<file path="config.mk">
export PLATFORM = sky130hd
export DESIGN_NAME = operand_issue
export DESIGN_NICKNAME = d
export VERILOG_FILES = /design/src/rtl/risc_pkg.sv /design/src/rtl/reg_file_2r1w.sv /design/src/rtl/operand_issue.sv
export SDC_FILE = /design/constraint.sdc
export NUM_CORES = 2
export LEC_CHECK = 0
export ABC_AREA = 0
export CAP_MARGIN = 5
export CORE_ASPECT_RATIO = 2
export CORE_UTILIZATION = 53
export DETAILED_ROUTE_END_ITERATION = 10
export PLACE_DENSITY = 0.73
export SLEW_MARGIN = 15
export SYNTH_ARGS = -nofsm -noshare
export SYNTH_HDL_FRONTEND = slang
export SYNTH_SLANG_ARGS = --single-unit
</file>
<file path="constraint.sdc">
create_clock -name clk -period 3.81 [get_ports clk]
set_input_delay 0.381 -clock clk [delete_from_list [all_inputs] [get_ports clk]]
set_output_delay 0.381 -clock clk [all_outputs]
set_load 0.01 [all_outputs]
</file>
<file path="src/rtl/risc_pkg.sv">
// Shared datapath constants: data width, register count, ALU opcodes, flag bit positions.
// No logic of its own; only an immediate-extension helper used by the issue stage.
package risc_pkg;

    localparam int W    = 32;
    localparam int NREG = 32;
    localparam int AW   = $clog2(NREG);

    localparam logic [2:0] ALU_ADD = 3'd0;
    localparam logic [2:0] ALU_SUB = 3'd1;
    localparam logic [2:0] ALU_AND = 3'd2;
    localparam logic [2:0] ALU_OR  = 3'd3;
    localparam logic [2:0] ALU_XOR = 3'd4;
    localparam logic [2:0] ALU_SLL = 3'd5;
    localparam logic [2:0] ALU_SRL = 3'd6;
    localparam logic [2:0] ALU_SLT = 3'd7;

    localparam int FLAG_Z = 3;
    localparam int FLAG_C = 2;
    localparam int FLAG_V = 1;
    localparam int FLAG_S = 0;

    typedef struct packed {
        logic [W-1:0]  in1;
        logic [W-1:0]  in2;
        logic [2:0]    alu_control;
        logic [AW-1:0] rd;
    } ex_entry_t;

    function automatic logic [W-1:0] ext_imm(input logic [15:0] imm, input logic sign_ext);
        return {{(W-16){sign_ext & imm[15]}}, imm};
    endfunction

endpackage

</file>
<file path="src/rtl/reg_file_2r1w.sv">
// General register file: two asynchronous read ports, one synchronous write port, R0 reads 0.
// Latency: reads combinational, writes visible through the array the cycle after the edge.
// Backpressure: none; writes are always accepted.
module reg_file_2r1w #(
    parameter int DW = 32,
    parameter int NR = 32,
    parameter int AW = $clog2(NR)
) (
    input  logic          clk,
    input  logic          rst,
    input  logic [AW-1:0] raddr_a,
    output logic [DW-1:0] rdata_a,
    input  logic [AW-1:0] raddr_b,
    output logic [DW-1:0] rdata_b,
    input  logic          we,
    input  logic [AW-1:0] waddr,
    input  logic [DW-1:0] wdata
);

    logic [DW-1:0] regs [NR];

    always_ff @(posedge clk) begin
        if (rst) begin
            for (int i = 0; i < NR; i++) begin
                regs[i] <= '0;
            end
        end else if (we && (waddr != '0)) begin
            regs[waddr] <= wdata;
        end
    end

    // R0 is never written, but the read mux forces zero so it does not depend on storage.
    assign rdata_a = (raddr_a == '0) ? '0 : regs[raddr_a];
    assign rdata_b = (raddr_b == '0) ? '0 : regs[raddr_b];

endmodule

</file>
<file path="src/rtl/operand_issue.sv">
// Operand-issue stage: reads rs/rt (with write-back bypass), extends imm, registers ALU operands.
// Latency: 1 cycle from accept to outputs; flags latched 1 cycle after flags_en.
// Backpressure: one-entry output register, issue_ready = !ex_valid || ex_ready.
module operand_issue
    import risc_pkg::*;
(
    input  logic          clk,
    input  logic          rst,
    input  logic          issue_valid,
    output logic          issue_ready,
    input  logic [AW-1:0] rs_addr,
    input  logic [AW-1:0] rt_addr,
    input  logic [AW-1:0] rd_addr,
    input  logic [15:0]   imm,
    input  logic          use_imm,
    input  logic          sign_ext,
    input  logic [2:0]    alu_op,
    output logic [W-1:0]  in1,
    output logic [W-1:0]  in2,
    output logic [2:0]    alu_control,
    output logic [AW-1:0] ex_rd,
    output logic          ex_valid,
    input  logic          ex_ready,
    input  logic          wb_en,
    input  logic [AW-1:0] wb_addr,
    input  logic [W-1:0]  wb_data,
    input  logic          flags_en,
    input  logic          zflag_in,
    input  logic          carryflag_in,
    input  logic          overflowflag_in,
    input  logic          signflag_in,
    output logic [3:0]    flags
);

    logic [W-1:0] rs_data;
    logic [W-1:0] rt_data;
    logic [W-1:0] op1;
    logic [W-1:0] op2;
    logic         wb_live;
    logic         accept;
    ex_entry_t    ex_q;
    logic [3:0]   flags_q;

    reg_file_2r1w #(
        .DW(W),
        .NR(NREG),
        .AW(AW)
    ) u_rf (
        .clk    (clk),
        .rst    (rst),
        .raddr_a(rs_addr),
        .rdata_a(rs_data),
        .raddr_b(rt_addr),
        .rdata_b(rt_data),
        .we     (wb_en),
        .waddr  (wb_addr),
        .wdata  (wb_data)
    );

    // A same-cycle write-back to R0 must not bypass; R0 stays zero.
    assign wb_live = wb_en && (wb_addr != '0);

    always_comb begin
        op1 = rs_data;
        op2 = rt_data;
        if (wb_live && (wb_addr == rs_addr)) begin
            op1 = wb_data;
        end
        if (wb_live && (wb_addr == rt_addr)) begin
            op2 = wb_data;
        end
        if (use_imm) begin
            op2 = ext_imm(imm, sign_ext);
        end
    end

    assign issue_ready = !ex_valid || ex_ready;
    assign accept      = issue_valid && issue_ready;

    always_ff @(posedge clk) begin
        if (rst) begin
            ex_q     <= '0;
            ex_valid <= 1'b0;
        end else if (accept) begin
            ex_q.in1         <= op1;
            ex_q.in2         <= op2;
            ex_q.alu_control <= alu_op;
            ex_q.rd          <= rd_addr;
            ex_valid         <= 1'b1;
        end else if (ex_ready) begin
            ex_valid <= 1'b0;
        end
    end

    always_ff @(posedge clk) begin
        if (rst) begin
            flags_q <= '0;
        end else if (flags_en) begin
            flags_q[FLAG_Z] <= zflag_in;
            flags_q[FLAG_C] <= carryflag_in;
            flags_q[FLAG_V] <= overflowflag_in;
            flags_q[FLAG_S] <= signflag_in;
        end
    end

    assign in1         = ex_q.in1;
    assign in2         = ex_q.in2;
    assign alu_control = ex_q.alu_control;
    assign ex_rd       = ex_q.rd;
    assign flags       = flags_q;

endmodule

</file>
; Word-level counts from Yosys, hierarchy flattened
; Memory sizes are Yosys's and may differ from the RTL's.
; Index checks and enable logic that the tools add are counted.
[totals]
ff_bits = 77
ramBits = 1024
input_bits = 83
out_inout_bits = 78
n_memories = 1
[mem_list]
columns = memory, depth, word_bits, read_ports, rd_ports_with_merged_regs, wr, line_no
row1 = u_rf.regs, 32, 32, 2, 0, 32, reg_file_2r1w.sv:20  ; logic [DW-1:0] regs [NR];
[op_classes]
eq_ne = 2
n_mux = 15
n_bitwise = 1
n_reduce_logical = 11
[ops]
columns = op, n
row1 = 32-bit two-way mux, 6
row2 = 32-bit OR reduction, 1
row3 = 5-bit == test, 2
row4 = 5-bit logical NOT, 2
row5 = 1-bit two-way mux, 8
row6 = 5-bit two-way mux, 1
row7 = 5-bit nonzero test, 1
row8 = 1-bit logical AND, 4
row9 = 2-bit nonzero test, 1
row10 = 1-bit bitwise AND, 1
row11 = 1-bit logical NOT, 1
row12 = 1-bit logical OR, 1

; Logic depth before layout (Yosys ltp)
[logic_depth]
depth_word = 7
mapped_depth = 11
depth_no_buf = 6

; Cells and area by module
; A second synthesis with hierarchy kept.
[unflattened]
cells_unflattened = 3953
area_unflattened_um2 = 58149.5
[modules_own_cells]
columns = mod, instances, cells_per_inst, area_per_inst_um2
row1 = reg_file_2r1w, 1, 3502, 54253.3
row2 = operand_issue, 1, 451, 3896.2

; Worst setup path before layout
; Ideal clock, no wire load.
[synth_timing]
path_kind = input port to flip-flop
startpoint = input rt_addr[0]
endpoint = register, netlist name in2[4]
setup_ns = 0.127
arrival_time_ns = 2.222
t_required_ns = 3.683
slack_ns = 1.461
stages = 8
n_path_buf = 3
path_cell_list = buf_2 -> buf_4 -> buf_2 -> mux4_2 -> a22oi_1 -> a21oi_1 -> a2111oi_0 -> o21ai_1
[synth_between]
elab_chain_cells = 4
[synth_rtl]
columns = element, line_no
row1 = start: declaration, operand_issue.sv:12  ; input logic [AW-1:0] rt_addr,
row2 = "memory read 32 x 32 bit, or another cell as far along", --
row3 = 32-bit two-way mux or 1-bit logical AND (tied branches), "reg_file_2r1w.sv:34, operand_issue.sv:69"
row4 = 32-bit two-way mux (*), operand_issue.sv:69  ; if (wb_live && (wb_addr == rt_addr)) begin
row5 = 32-bit two-way mux (*), operand_issue.sv:72  ; if (use_imm) begin
; Every way passes the cells marked *; elsewhere a longest branch is shown, timed or not.
; A chain may end at the register's enable or synchronous reset.

==> flow_summary_export.csv <==
group,metric,value,unit
clock_network,root_buffer,"clkbuf_16",
global_route,grt_usage,36.2,%
route,vias,39100,
timing,tightest_slew,1.23,ns
setup_path,cp-end-kind,"flop",
setup_path,r2r-end,"in2[7]",
route,via_per_inst,7.16,
logic_synthesis,synthCells,3928,
setup_path,startpoint,"u_rf.regs[28][7]",
setup_path,r2r_start,"u_rf.regs[28][7]",
route,dr.first_iter.drc_count,5695,
run_status,status,"finished, final reports clean",
run,cap_violations,0,
die,ios,161,
placed_design,dp_slack,0.140,ns
placed_design,placed_cell_area,61200,um^2
setup_path,cp-start-kind,"flop",
clock_network,ctsResizeCount,0,
clock_network,post-cts-setup-buffers,0,
global_route,grt_antenna_before_repair,12,
cells_and_area,design_area,64400,um^2
global_route,first_global_vias,39500,
die,start_util,53.5,%
route,drc,0,
setup_path,path_max_fanout,2,
clock_network,htree_levels,3,
timing,fin_worst_skew,0.0228,ns
power,peakVddDrop,0.399,mV
min_path,worstHoldPathCells,2,
timing,min_period,2.85,ns
placed_design,io_buffers,160,
clock_network,holdBufCountCts,0,
clock_network,clockBufferDepth,3,
timing,setup_viol,0,
logic_synthesis,synthFlopType,"edfxtp_1",
clock_network,cts_tree,"yes",
logic_synthesis,ys_types,50,
die,die_x,235,um
cells_and_area,drive_gt1_share,22.4,%
clock_network,numCtsBuffers,94,
cells_and_area,fillers,7890,
logic_synthesis,async_flop_share,0,%
route,first_pass_iters,6,
setup_path,required,4.38,ns
logic_synthesis,ys_warn_count,0,
power,leakage,0.0223,uW
logic_synthesis,ys_ff_latch,1101,
cells_and_area,nNetsFinal,4080,
setup_path,crit_path_end,"in2[7]",
cells_and_area,final_util,59.9,%
die,row_count,170,
timing,hold_viol_final,0,
timing,drv_slew,0,
placed_design,gp_congestion,0.948,
timing,fin_crit_sh,74.7,%
clock_network,clk_pin_slew_worst_paths,0.07,ns
timing,rsz0062_at_grt,"false",
route,wirelength,199,mm
logic_synthesis,synth_area,57500,um^2
timing,finalWorstSetupSlack,0.962,ns
cells_and_area,syn_to_final_growth,11.9,%
die,die_h,468,um
power,pwr_density_cell,439,nW/um^2
die,die_area,110000,um^2
setup_path,rr_worst_depth,6,
route,ant_nets,0,
die,design.core.area,107000,um^2
setup_path,crit_type,"flop to flop",
setup_path,worstPathArrival,3.42,ns
global_route,gr-total-overflow,0,
global_route,grt_pass1_wl,279,mm
min_path,hold_class,"input port to flop",
logic_synthesis,synth_edf_count,1024,
clock_network,clock-sinks,1101,
setup_path,r2r_slack,0.96,ns
clock_network,clock_latency,0.73,ns
global_route,grt_max_degree,65,
timing,clock.fmax,0.351,GHz
logic_synthesis,yosysSeqAreaShare,56.1,%
timing,maxSlewHeadroom,17.9,%
placed_design,dpl.hpwl,123,mm
logic_synthesis,syn_avg_cell_area,14.6,um^2
route,routedWlPerCell,36.5,um
## power breakdown
group | total, uW | switching, uW | internal (uW)
registers | 14300 | 422 | 13900
logic | 3590 | 2040 | 1540
clock network | 10400 | 4530 | 5840
total | 28300 | 7000 | 21300
## registers in the layout, summed over array words and instances (netlist names)
| name | flops |
|---|---|
| u_rf.regs | 1024 |
| in1 | 32 |
| in2 | 32 |
| ex_rd | 5 |
| flags | 4 |
| alu_control | 3 |
| ex_valid | 1 |
## cell families (layout without fill, tap and decap cells)
family / Yosys count / in the layout / synth area share (%)
other cells: 1 / 39 / 0.00652
xor+xnor: 10 / 10 / 0.152
compound gates: 378 / 378 / 4.51
mux: 657 / 657 / 21.9
flops: 1101 / 1101 / 56.1
buf+inv: 423 / 542 / 3.38
simple gates: 1358 / 1358 / 13.9
## how the worst min path moves through the flow
| stage | end | slack [ns] | from |
|---|---|---|---|
| 2_1_floorplan | in2[0] | 0.47 | in2[0] |
| 3_3_place_gp | in2[11] | 0.44 | in2[11] |
| 3_5_place_dp | in2[14] | 0.44 | in2[14] |
| 4_1_cts | in1[6] | 0.03 | rst |
| 5_1_grt | u_rf.regs[0][0] | 0.08 | rst |
| 6_report | in1[6] | 0.06 | rst |
## through the flow
step / std cells / hold WS, ns / TNS (ns) / power (uW)
finish: 5461 / 0.0562 / 0 / 28300
floorplan: 3959 / 0.474 / 0 / 16500
global placement: 5277 / 0.438 / -0.152 / 17900
CTS: 5454 / 0.0294 / 0 / 28200
global route: 5456 / 0.0756 / 0 / 28800
detailed placement: 5277 / 0.444 / 0 / 18000
## worst max-delay path: stages, from the launching register on
cell       delay, ns
edfxtp_1        0.40
mux4_2          0.47
a22oi_1         0.29
nand2_1         0.24
and3_1          0.27
a2111oi_1       0.93
o21ai_1         0.11
## cell type report
cell class,instances,area [um^2],area share (%)
flip-flops and latches,1101,32300,50.2
multi-input cells,2435,23600,36.7
repair buffers,362,3500,5.44
clock buffers,131,2580,4.02
well taps,1376,1720,2.67
clock inverters,46,634,0.985
diodes,7,17.5,0.0272
inverters,3,11.3,0.0175
## per-layer routing
layer | part of all wire (%) | vias to the layer above | global-route usage, %
met5 | 0.042 | - | 0
met4 | 8.8 | 14 | 27.7
met3 | 12 | 976 | 8.35
met2 | 48 | 3342 | 59.4
met1 | 31 | 19600 | 41.3
li1 | - | 15200 | -
## placed cells by master (no fill, tap or decap), drive strengths merged, types with 10 or more instances in the layout
cell,count
nor3,34
mux2i,169
nand2,60
a22oi,82
o22ai,74
or2,32
a21oi,59
a311oi,16
xnor2,10
and3,16
buf,224
clkinv,24
nor2,133
a221oi,10
edfxtp,1024
a211oi,32
nor2b,11
clkbuf,131
conb,32
nand4,32
nor4,19
mux4,474
a2111oi,39
dfxtp,77
mux2,14
clkdlybuf4s50,138
bufinv,16
and2,995
o21ai,49
## synthesized netlist by cell type (all sizes together) (49+ instances only)
master / count / area (um^2)
a22oi: 82 / 616
dfxtp: 77 / 1540
nor2: 133 / 502
buf: 123 / 816
edfxtp: 1024 / 30700
o21ai: 49 / 245
mux2i: 169 / 1690
and2: 995 / 6220
nand2: 60 / 225
o22ai: 74 / 463
mux4: 474 / 10700
a21oi: 59 / 295
clkbuf: 297 / 1120
Power figures use the tool's default switching activity.
